[src/rtl/cpwm_pkg.sv]
// Shared types and widths for the carrier-PWM configuration path.
package cpwm_pkg;

    localparam int unsigned EVTCOUNT_WIDTH = 8;

    // Channel masking applied by the downstream comparator.
    typedef enum logic [1:0] {
        NO_MASK   = 2'd0,
        MASK_PWM  = 2'd1,
        MASK_INT  = 2'd2,
        MASK_CARR = 2'd3
    } _mask_mode;

    typedef enum logic {
        PWM_OFF = 1'b0,
        PWM_ON  = 1'b1
    } _pwm_onoff;

    typedef enum logic {
        INT_OFF = 1'b0,
        INT_ON  = 1'b1
    } _int_onoff;

    typedef enum logic {
        CARR_OFF = 1'b0,
        CARR_ON  = 1'b1
    } _carr_onoff;

    // Sequencer tracking of outstanding shadow data.
    typedef enum logic [1:0] {
        IDLE  = 2'd0,
        ARMED = 2'd1,
        DRAIN = 2'd2
    } _seq_state;

    localparam int unsigned MASK_MODE_W = $bits(_mask_mode);

endpackage

[src/rtl/evt_edge_sync.sv]
// Two-flop synchronizer followed by a registered rising-edge pulse.
// A level first captured at edge n yields a pulse high during cycle n+2.
module evt_edge_sync (
    input  logic clk,
    input  logic reset,
    input  logic async_i,
    output logic edge_o
);

    logic sync1_q;
    logic sync2_q;
    logic sync3_q;
    logic edge_q;

    // Synchronize, delay once for history, and register the rising edge.
    always_ff @(posedge clk or posedge reset) begin
        if (reset) begin
            sync1_q <= 1'b0;
            sync2_q <= 1'b0;
            sync3_q <= 1'b0;
            edge_q  <= 1'b0;
        end else begin
            sync1_q <= async_i;
            sync2_q <= sync1_q;
            sync3_q <= sync2_q;
            edge_q  <= sync2_q & ~sync3_q;
        end
    end

    assign edge_o = edge_q;

endmodule

[src/rtl/pwm_shadow_sequencer.sv]
// Double-buffered per-channel PWM configuration: AXI writes land in shadow
// registers and move to the active set on that channel's masked-event edge.
// Optional build macro CPWM_SYNC_COMMIT_EN adds sync_all, which makes every
// pending channel commit together on channel 0's event edge.
module pwm_shadow_sequencer
    import cpwm_pkg::*;
#(
    parameter int unsigned N_CH      = 8,
    parameter int unsigned CMP_W     = 16,
    parameter bit          OVERWRITE = 1'b1
) (
    input  logic                             clk,
    input  logic                             reset,
    input  logic                             cfg_valid,
    output logic                             cfg_ready,
    input  logic [2:0]                       cfg_ch,
    input  logic [CMP_W-1:0]                 cfg_cmp,
    input  logic [EVTCOUNT_WIDTH-1:0]        cfg_evt,
    input  _mask_mode                        cfg_mode,
    input  logic [N_CH-1:0]                  maskevent,
`ifdef CPWM_SYNC_COMMIT_EN
    input  logic                             sync_all,
`endif
    output logic [N_CH*CMP_W-1:0]            act_cmp,
    output logic [N_CH*EVTCOUNT_WIDTH-1:0]   act_evt,
    output logic [N_CH*MASK_MODE_W-1:0]      act_mode,
    output logic [N_CH-1:0]                  pending,
    output logic [N_CH-1:0]                  commit_pulse,
    output logic                             all_done
);

    localparam int unsigned EVT_W  = EVTCOUNT_WIDTH;
    localparam int unsigned MODE_W = MASK_MODE_W;

    logic [N_CH-1:0] pending_q;
    logic [N_CH-1:0] pending_d;
    logic [N_CH-1:0] commit_pulse_q;
    logic [N_CH-1:0] evt_edge;
    logic [N_CH-1:0] commit_en;
    logic [N_CH-1:0] wr_sel;
    logic [7:0]      pend_ext;
    logic            ch_ok;
    logic            ready_c;
    logic            wr_acc;
    _seq_state       state_q;
    _seq_state       state_d;
    logic            all_done_q;
    logic            all_done_d;

    // Out-of-range channels are accepted but never touch state.
    assign ch_ok    = (32'(cfg_ch) < N_CH);
    assign pend_ext = 8'(pending_q);

    // Write acceptance: always when overwriting, otherwise only once the
    // target channel has committed its previous shadow.
    always_comb begin
        ready_c = 1'b1;
        if (!OVERWRITE) begin
            ready_c = ~pend_ext[cfg_ch] | ~ch_ok;
        end
    end

    assign cfg_ready = ~reset & ready_c;
    assign wr_acc    = cfg_valid & cfg_ready & ch_ok;
    assign wr_sel    = wr_acc ? (N_CH'(1) << cfg_ch) : '0;

    // Commit selection; a non-pending channel ignores its edge.
    always_comb begin
`ifdef CPWM_SYNC_COMMIT_EN
        if (sync_all) begin
            commit_en = {N_CH{evt_edge[0]}} & pending_q;
        end else begin
            commit_en = evt_edge & pending_q;
        end
`else
        commit_en = evt_edge & pending_q;
`endif
    end

    // A commit and a write in the same cycle leave the channel pending.
    assign pending_d = (pending_q & ~commit_en) | wr_sel;

    for (genvar i = 0; i < N_CH; i++) begin : g_ch
        logic [CMP_W-1:0] shd_cmp_q;
        logic [EVT_W-1:0] shd_evt_q;
        _mask_mode        shd_mode_q;
        logic [CMP_W-1:0] act_cmp_q;
        logic [EVT_W-1:0] act_evt_q;
        _mask_mode        act_mode_q;

        evt_edge_sync u_evt_edge_sync (
            .clk     (clk),
            .reset   (reset),
            .async_i (maskevent[i]),
            .edge_o  (evt_edge[i])
        );

        // Shadow captures writes; active takes the pre-write shadow on commit.
        always_ff @(posedge clk or posedge reset) begin
            if (reset) begin
                shd_cmp_q  <= '0;
                shd_evt_q  <= '0;
                shd_mode_q <= NO_MASK;
                act_cmp_q  <= '0;
                act_evt_q  <= '0;
                act_mode_q <= NO_MASK;
            end else begin
                if (wr_sel[i]) begin
                    shd_cmp_q  <= cfg_cmp;
                    shd_evt_q  <= cfg_evt;
                    shd_mode_q <= cfg_mode;
                end
                if (commit_en[i]) begin
                    act_cmp_q  <= shd_cmp_q;
                    act_evt_q  <= shd_evt_q;
                    act_mode_q <= shd_mode_q;
                end
            end
        end

        assign act_cmp[i*CMP_W +: CMP_W]   = act_cmp_q;
        assign act_evt[i*EVT_W +: EVT_W]   = act_evt_q;
        assign act_mode[i*MODE_W +: MODE_W] = act_mode_q;
    end

    // Pending flags and the one-cycle commit strobe.
    always_ff @(posedge clk or posedge reset) begin
        if (reset) begin
            pending_q      <= '0;
            commit_pulse_q <= '0;
        end else begin
            pending_q      <= pending_d;
            commit_pulse_q <= commit_en;
        end
    end

    // Sequencer state register.
    always_ff @(posedge clk or posedge reset) begin
        if (reset) begin
            state_q    <= IDLE;
            all_done_q <= 1'b0;
        end else begin
            state_q    <= state_d;
            all_done_q <= all_done_d;
        end
    end

    // Next state: announce all_done once the pending set has fully drained.
    always_comb begin
        state_d    = state_q;
        all_done_d = 1'b0;
        case (state_q)
            IDLE: begin
                if (wr_acc) begin
                    state_d = ARMED;
                end
            end
            ARMED: begin
                if ((pending_q == '0) && !wr_acc) begin
                    state_d    = DRAIN;
                    all_done_d = 1'b1;
                end
            end
            DRAIN: begin
                state_d = wr_acc ? ARMED : IDLE;
            end
            default: begin
                state_d = IDLE;
            end
        endcase
    end

    assign pending      = pending_q;
    assign commit_pulse = commit_pulse_q;
    assign all_done     = all_done_q;

endmodule
[config.mk]
export PLATFORM = sky130hd
export DESIGN_NAME = pwm_shadow_sequencer
export DESIGN_NICKNAME = d
export VERILOG_FILES = /design/src/rtl/cpwm_pkg.sv /design/src/rtl/evt_edge_sync.sv /design/src/rtl/pwm_shadow_sequencer.sv
export SDC_FILE = /design/constraint.sdc
export NUM_CORES = 1
export LEC_CHECK = 0
export ABC_AREA = 0
export ABC_CLOCK_PERIOD_IN_PS = 20700
export CAP_MARGIN = 0
export CORE_ASPECT_RATIO = 0.75
export CORE_MARGIN = 1.5
export CORE_UTILIZATION = 40
export CTS_BUF_LIST = sky130_fd_sc_hd__clkbuf_4
export CTS_CLUSTER_DIAMETER = 120
export DETAILED_ROUTE_END_ITERATION = 8
export MAX_ROUTING_LAYER = met4
export PLACE_DENSITY_LB_ADDON = 0.2
export SKIP_CTS_REPAIR_TIMING = 1
export SLEW_MARGIN = 25
export SYNTH_ARGS = -nofsm -noshare
export SYNTH_HDL_FRONTEND = slang
export SYNTH_SLANG_ARGS = --single-unit
export TNS_END_PERCENT = 5
[constraint.sdc]
create_clock -name clk -period 20.7 [get_ports clk]
set_input_delay 2.07 -clock clk [delete_from_list [all_inputs] [get_ports clk]]
set_output_delay 2.07 -clock clk [all_outputs]
set_load 0.05 [all_outputs]
## After elaboration in Yosys (flattened, before gate mapping)

Index checks and enable logic that the tools add are counted.

| cells by class | value |
|---|---|
| reduce and logical (&&, ||, !) cells | 5 |
| shift operators | 1 |
| equality and inequality tests | 4 |
| bitwise logic cells | 22 |
| div/mod/pow operators | 0 |
| $lt $le $gt $ge | 0 |
| multiplexer cells | 7 |
| multipliers | 0 |
| add/subtract/negate cells | 0 |

Operator list:

| kind | number |
|---|---|
| $and 8x8->8 | 2 |
| $and 1x1->1 | 9 |
| $not 1->1 | 9 |
| $logic_not 8->1 | 1 |
| $mux 8 | 1 |
| $not 8->8 | 1 |
| $or 8x8->8 | 1 |
| $shl 1x3->8 const A | 1 |
| $pmux 2 s3 | 1 |
| $mux 2 | 2 |
| $ne 2x2->1 const B | 2 |
| $mux 1 | 3 |
| $eq 2x1->1 const B | 1 |
| $eq 2x2->1 const B | 1 |
| $logic_not 2->1 | 1 |
| $reduce_and 2->1 | 1 |
| $logic_and 1x1->1 | 1 |
| $logic_not 1->1 | 1 |

| word-level totals | value |
|---|---|
| bits in latches | 0 |
| memories kept | 0 |
| output and inout bits | 226 |
| RAM bits | 0 |
| flip-flop bits (word level) | 467 |
| input port bits | 40 |
| word-level logic and storage cells | 123 |
| bits in read-only memories | 0 |

## Longest topological paths before layout

Gate-level depths: netlist of the first run.

| depth | value |
|---|---|
| depth in word-level cells | 6 |
| depth in mapped cells | 5 |
| mapped depth without buffers | 3 |

## Cells and area by module

Synthesis of the first run repeated with hierarchy kept, for this count alone.

| unflattened totals | value |
|---|---|
| cell total of the unflattened synthesis | 990 |
| area total of the unflattened synthesis | 17304.1 µm² |

Modules (own cells, without submodules):

| module | instances | cells an instance | area each (µm²) | seq. area each (µm²) |
|---|---|---|---|---|
| pwm_shadow_sequencer | 1 | 942 | 16363.2 | 10885.4 |
| evt_edge_sync | 8 | 6 | 117.6 | 100.1 |

## Worst setup path after synthesis of the first run

No wires, ideal clock.

| timing path | value |
|---|---|
| path type | in2out |
| start | input port reset |
| end | output port cfg_ready |
| cell stages on the path | 1 |
| path slack | 6706 ps |
| data required time | 18630 ps |
| arrival time | 11924 ps |
| cell sequence | inv_1 |

| between the ends | value |
|---|---|
| cells in the longest elaborated chain, start to end | 1 |

RTL lines:

| item | RTL line | source |
|---|---|---|
| start: declaration | pwm_shadow_sequencer.sv:13 | `input logic reset,` |
| $not 1->1 | pwm_shadow_sequencer.sv:63 | `assign cfg_ready = ~reset & ready_c;` |
| end: declaration | pwm_shadow_sequencer.sv:15 | `output logic cfg_ready,` |

Every way passes these cells.

## Final worst setup path of the first run

Same ends and word-level chain as after synthesis.

==> results of run 1 <==
## worst max-delay path, cell delays in order
cell and delay, ns:
clkdlybuf4s50_1 0.54, inv_8 0.47, clkdlybuf4s50_1 0.92
## how the worst min path moves through the flow
stage / to / start / slack [ns] / cells past startpoint
after floorplan: g_ch[0].u_evt_edge_sync.sync2_q$_DFF_PP0_ / g_ch[0].u_evt_edge_sync.sync1_q$_DFF_PP0_ / 0.33 / 0
after global placement: g_ch[7].u_evt_edge_sync.sync2_q$_DFF_PP0_ / g_ch[7].u_evt_edge_sync.sync1_q$_DFF_PP0_ / 0.34 / 0
after detailed placement: g_ch[4].u_evt_edge_sync.sync2_q$_DFF_PP0_ / g_ch[4].u_evt_edge_sync.sync1_q$_DFF_PP0_ / 0.34 / 0
after CTS: g_ch[2].u_evt_edge_sync.sync2_q$_DFF_PP0_ / g_ch[2].u_evt_edge_sync.sync1_q$_DFF_PP0_ / 0.35 / 0
after global routing: g_ch[5].u_evt_edge_sync.sync2_q$_DFF_PP0_ / g_ch[5].u_evt_edge_sync.sync1_q$_DFF_PP0_ / 0.36 / 0
final: g_ch[1].u_evt_edge_sync.sync3_q$_DFF_PP0_ / g_ch[1].u_evt_edge_sync.sync2_q$_DFF_PP0_ / 0.35 / 0
## routing by layer
metal,GRT usage [%],vias to the layer above,wire (microns)
met5,-,-,0
met4,6.325,0,868
met3,5.515,72,2194
met2,28.59,235,18050
met1,26.30,4931,19200
li1,-,4218,-
## sequential cells by signal, summed over array words and instances (netlist names), 2 cells and up
| register | cells |
|---|---|
| g_ch.shd_cmp_q | 128 |
| g_ch.shd_mode_q | 16 |
| g_ch.u_evt_edge_sync.edge_o | 8 |
| g_ch.act_cmp_q | 128 |
| pending | 8 |
| g_ch.u_evt_edge_sync.sync1_q | 8 |
| commit_pulse | 8 |
| g_ch.u_evt_edge_sync.sync3_q | 8 |
| g_ch.act_mode_q | 16 |
| g_ch.u_evt_edge_sync.sync2_q | 8 |
| state_q | 2 |
| g_ch.shd_evt_q | 64 |
| g_ch.act_evt_q | 64 |
## report_power, final
| part | leakage (nW) | internal [mW] | switching, mW | total [mW] |
|---|---|---|---|---|
| Sequential | 5.90 | 1.16 | 0.131 | 1.29 |
| Clock | 0.823 | 0.381 | 0.346 | 0.727 |
| Combinational | 3.40 | 0.433 | 0.706 | 1.14 |
## logic make-up (layout without fill, tap and decap cells)
| logic type | Yosys count | in the layout | synth area share, % |
|---|---|---|---|
| DFF | 467 | 467 | 68.16 |
| muxes | 416 | 416 | 28.37 |
| buffers and inverters | 54 | 473 | 1.934 |
| and+or+nand+nor | 36 | 36 | 1.219 |
| AOI/OAI and AO/OA | 9 | 9 | 0.3211 |
| other | 0 | 3 | 0 |
## through the flow
step | power (mW) | cell area, sq um | instances | setup slack, ns
floorplan | 2.038 | 17150 | 982 | 5.216
global placement | 2.436 | 20330 | 1785 | 14.53
detailed placement | 2.456 | 20330 | 1785 | 14.51
CTS | 3.204 | 21700 | 1970 | 14.51
global route | 3.320 | 21710 | 1972 | 14.44
finish | 3.156 | 21710 | 1973 | 14.57
## final cells by class
type / instances / share of cell area, %
antenna: 3 / 0.03457
clock buffer: 170 / 5.878
clock inverter: 15 / 0.4264
inverter: 17 / 0.3285
multi-input combinational: 461 / 23.74
sequential: 467 / 53.82
tap: 569 / 3.279
timing repair buffer: 271 / 12.50
## layout by cell type (no fill, tap or decap), types with 4 or more instances in the layout
cell,count
dfrtp_1,467
mux2_2,347
clkdlybuf4s50_1,265
clkbuf_4,170
mux2_4,48
mux2_1,21
inv_1,16
nand2_2,11
nor2b_1,9
clkinv_1,9
o21ai_0,5
a21o_1,4
buf_4,4
==> impl_metrics.py, run 1 <==
metrics = {
    "global_route": {
        "grt_pass1_wl_mm": 62.82,
        "antenna_found_initial": 3,
        "grt_start_max_net_pins": 153,
        "grt_pass1_vias": 10230,
        "gr-usage-all-layers_pct": 19.53,
        "grt-ovfl-total": 0,
    },
    "worst_setup_path": {
        "critical_path_class": "in2out",
        "reg2regPathDepth": 2,
        "cp-end-kind": "output port",
        "cp.required_ns": 18.63,
        "critPathMaxFanout": 76,
        "endpoint": "cfg_ready",
        "crit_path_start_kind": "primary input",
        "r2r_start": "pending[1]$_DFF_PP0_",
        "crit_path_start": "reset",
        "cp_data_arrival_time_ns": 4.06,
        "r2r-end": "g_ch[1].act_cmp_q[8]$_DFFE_PP0P_",
        "r2r_slack_ns": 18.97,
    },
    "yosys": {
        "synth_top_area_share_pct": 68.16,
        "ys_ff_latch": 467,
        "ys.flop_type": "dfrtp_1",
        "synth_top_cell_by_area": "dfrtp_1",
        "syn_inst": 982,
        "syn_nets": 1022,
        "synth_area_leaders": "dfrtp_1, mux2_2, mux2_4, mux2_1, buf_6",
        "synth.distinct_cells": 22,
        "syn_avg_cell_area_sq_um": 17.46,
        "yosysWarnings": 0,
        "netlist_area_sq_um": 17150,
        "netlist_top_cells_count": "dfrtp_1, mux2_2, mux2_4",
        "yosysSeqAreaShare_pct": 68.16,
        "yosys.cell_count.top_type": "dfrtp_1",
        "synthArstFlopShare_pct": 100.0,
        "synth_enable_flop_cells": 0,
    },
    "clocking": {
        "root_buffer": "clkbuf_4",
        "path_clk_slew_ns": 0.06,
        "clockBufferDepth": 3,
        "clkLatencyLatePin_ns": 0.78,
        "cts_max_level": 3,
        "cts_made_buffers": 115,
        "cts_tree": "yes",
        "clock-sinks": 467,
    },
    "sta": {
        "maxSlewViolCount": 0,
        "setup_tns_ns": 0,
        "finalHoldViolCount": 0,
        "rsz0062_at_grt": "false",
        "worst_hold_slack_ns": 0.3456,
        "timing.final.crit_share_pct": 29.60,
        "relSlewSlack_pct": 33.18,
        "tightest_slew_ns": 1.002,
        "clock_skew_ns": 0.03692,
        "fmax_mhz": 163.2,
        "min_period_ns": 6.128,
        "setup_violations": 0,
    },
    "layout": {
        "fillers": 3638,
        "drive_above_1_share_pct": 42.40,
        "multiInputGateArea_sq_um": 5154,
        "nets": 1373,
        "seqCellArea_sq_um": 11690,
        "fin_util_pct": 51.54,
        "areaGrowthSynthToFinish_pct": 26.63,
    },
    "route": {
        "initialDrtViolationCount": 360,
        "wl_per_cell_microns": 20.43,
        "firstDrtPassIters": 4,
        "vias_per_cell": 4.793,
        "drt-total-wl_mm": 40.31,
        "drc": 0,
        "ant_nets": 0,
        "vias": 9456,
    },
    "die": {
        "num_rows": 65,
        "design.core.area_sq_um": 42130,
        "start_util_pct": 40.70,
        "die_h_microns": 182.3,
        "num_io_pins": 266,
        "die_w_microns": 242.1,
        "dieArea_sq_um": 44130,
    },
    "power": {
        "p_leak_nw": 10.12,
        "peakVddDrop_mv": 0.07715,
        "pwr_density_cell_nw_per_um2": 145.3,
    },
    "outcome": {
        "status": "finished clean",
    },
    "placed_design": {
        "io_buffers": 265,
        "gp_congestion": 0.7371,
        "hpwl_mm": 25.56,
    },
    "worst_hold_path": {
        "hp-class": "reg2reg",
    },
    "flow_run": {
        "drv_cap": 0,
    },
}
Power figures use the tool's default switching activity.
==> inputs of run 2 (changes only) <==
Settings changed: ABC_CLOCK_PERIOD_IN_PS 20700 to 5000.
Clock period 20.7 ns to 5 ns, I/O delays scaled along.
==> run 2 against run 1 <==
Register-to-register slack worse by 16 ns; largest power group unchanged; largest cell class unchanged; global-route usage is 0.20 points lower; combinational power rose to 4.1 times the previous value; critical path depth unchanged; core utilization hardly changed; final cell count is 0.30% higher; setup slack got worse by 12 ns; flip-flop and latch count unchanged; power rose to 4.1 times the previous value; critical path type unchanged.
==> impl_metrics.py, run 2 (synthesis results as in run 1) <==
metrics = {
    "route": {
        "firstDrtPassIters": 4,
        "vias": 9502,
        "drt-total-wl_mm": 40.16,
        "drc": 0,
        "ant_nets": 0,
        "wl_per_cell_microns": 20.29,
        "initialDrtViolationCount": 369,
        "vias_per_cell": 4.801,
    },
    "layout": {
        "areaGrowthSynthToFinish_pct": 26.67,
        "mostFrequentLayoutCell": "dfrtp_1",
        "design_area_sq_um": 21720,
        "reg.largest.list": "g_ch.act_cmp_q: 128 flops, g_ch.shd_cmp_q: 128 flops",
        "nets": 1373,
        "seqCellArea_sq_um": 11690,
        "final_cell_mix": "dfrtp_1, mux2_2, clkdlybuf4s50_1",
        "final_cells": 1979,
        "fillers": 3649,
        "drive_above_1_share_pct": 41.38,
        "multiInputGateArea_sq_um": 5154,
    },
    "power": {
        "p_leak_nw": 10.11,
        "finalPower_mw": 13.03,
        "pwr_density_cell_nw_per_um2": 600.0,
        "peakVddDrop_mv": 0.2779,
    },
    "sta": {
        "finalWorstSetupSlack_ns": 2.330,
        "relSlewSlack_pct": 35.24,
        "fmax_mhz": 374.5,
        "setup_violations": 0,
        "clock_skew_ns": 0.05169,
        "min_period_ns": 2.670,
        "timing.final.crit_share_pct": 53.40,
        "maxSlewViolCount": 0,
        "worst_hold_slack_ns": 0.1343,
        "tightest_slew_ns": 0.9714,
        "rsz0062_at_grt": "false",
        "finalHoldViolCount": 0,
    },
    "outcome": {
        "status": "finished clean",
    },
    "worst_setup_path": {
        "r2r_start": "pending[1]$_DFF_PP0_",
        "cp.required_ns": 4.50,
        "crit_path_start_kind": "primary input",
        "path_buf_inv": 3,
        "cp-end-kind": "output port",
        "critPathTopFamily": "buffers and inverters",
        "critPathMaxFanout": 4,
        "critPathSlowestCell": "clkdlybuf4s50_1",
        "r2r-end": "g_ch[1].act_mode_q[0]$_DFFE_PP0P_",
        "r2r_slack_ns": 3.29,
        "path_common_cell": "clkdlybuf4s50_1",
        "critical_path_class": "in2out",
        "cp_data_arrival_time_ns": 2.17,
        "reg2regPathDepth": 2,
        "cpPeakStageDelay_ns": 0.79,
        "crit_chain": "clkdlybuf4s50_1 > clkinvlp_4 > clkdlybuf4s50_1",
    },
    "die": {
        "die_h_microns": 182.3,
        "die_w_microns": 242.1,
        "dieArea_sq_um": 44130,
        "num_rows": 65,
        "start_util_pct": 40.70,
        "num_io_pins": 266,
        "design.core.area_sq_um": 42130,
    },
    "global_route": {
        "gr-usage-all-layers_pct": 19.33,
        "antenna_found_initial": 4,
        "grt_pass1_vias": 10150,
        "grt_pass1_wl_mm": 62.21,
        "grt-ovfl-total": 0,
        "grt_start_max_net_pins": 158,
    },
    "worst_hold_path": {
        "hold_end": "g_ch[4].u_evt_edge_sync.sync1_q$_DFF_PP0_",
        "hold_depth": 1,
        "hp-class": "in2reg",
        "min_from": "maskevent[4]",
    },
    "clocking": {
        "root_buffer": "clkbuf_4",
        "cts_tree": "yes",
        "clkLatencyLatePin_ns": 0.81,
        "cts_max_level": 3,
        "cts_made_buffers": 114,
        "clockBufferDepth": 3,
        "clock-sinks": 467,
        "path_clk_slew_ns": 0.06,
    },
    "placed_design": {
        "dp_cells": 1786,
        "placed_area_sq_um": 20350,
        "gp_congestion": 0.7405,
        "dp_slack_ns": 2.269,
        "hpwl_mm": 25.48,
        "io_buffers": 265,
    },
    "flow_run": {
        "drv_cap": 0,
    },
}
run 2: changes by cell type in the layout (fill, tap and decap cells not counted):
cell	change
clkbuf_4	-17
buf_6	-1
diode_2	-2
inv_8	-1
buf_12	+1
bufinv_16	+1
clkinv_2	+3
clkinv_4	+2
buf_4	+1
clkinv_1	+19
run 2: worst max-delay path by stage:
| stage | from | endpoint | slack (ns) | cells after the start |
|---|---|---|---|---|
| 2_1_floorplan | reset | all_done$_DFF_PP0_ | -2.02 | 1 |
| 3_3_place_gp | reset | cfg_ready | 2.29 | 3 |
| 3_5_place_dp | cfg_valid | g_ch[3].shd_cmp_q[3]$_DFFE_PP0P_ | 2.27 | 4 |
| 4_1_cts | pending[5]$_DFF_PP0_ | pending[5] | 2.25 | 1 |
| 5_1_grt | pending[5]$_DFF_PP0_ | pending[5] | 2.22 | 1 |
| 6_report | reset | cfg_ready | 2.33 | 3 |
run 2: per-stage QoR:
step	setup TNS, ns	utilization, %
floorplan	-942.96	-
global placement	0	48.30
detailed placement	0	48.30
CTS	0	51.55
global route	0	51.56
finish	0	51.56
run 2: power breakdown:
part	internal, mW	switching [mW]	leakage, nW	total, mW
clock network	1.52	1.47	0.808	2.99
logic	1.80	2.92	3.40	4.72
registers	4.79	0.529	5.90	5.32
total	8.10	4.93	10.1	13.0
run 2: area by class of cell:
type | count | share of cell area [%]
sequential | 467 | 53.80
multi-input combinational | 461 | 23.73
timing repair buffer | 272 | 12.57
clock buffer | 153 | 5.288
tap | 569 | 3.278
clock inverter | 39 | 1.008
inverter | 17 | 0.3111
antenna | 1 | 0.01152
run 2: worst reg2reg max path: cells and delay by family (launching register included):
| kind | cells | cell delay (ns) |
|---|---|---|
| flip-flops | 1 | 0.42 |
| AND/OR/NAND/NOR | 1 | 0.70 |
| multiplexers | 1 | 0.44 |
run 2: layer usage:
layer,wire (microns),vias to the layer above,GRT usage (%)
li1,-,4221,-
met1,19140,5032,26.03
met2,18360,215,28.32
met3,2327,34,6.456
met4,337,0,4.525
met5,0,-,-
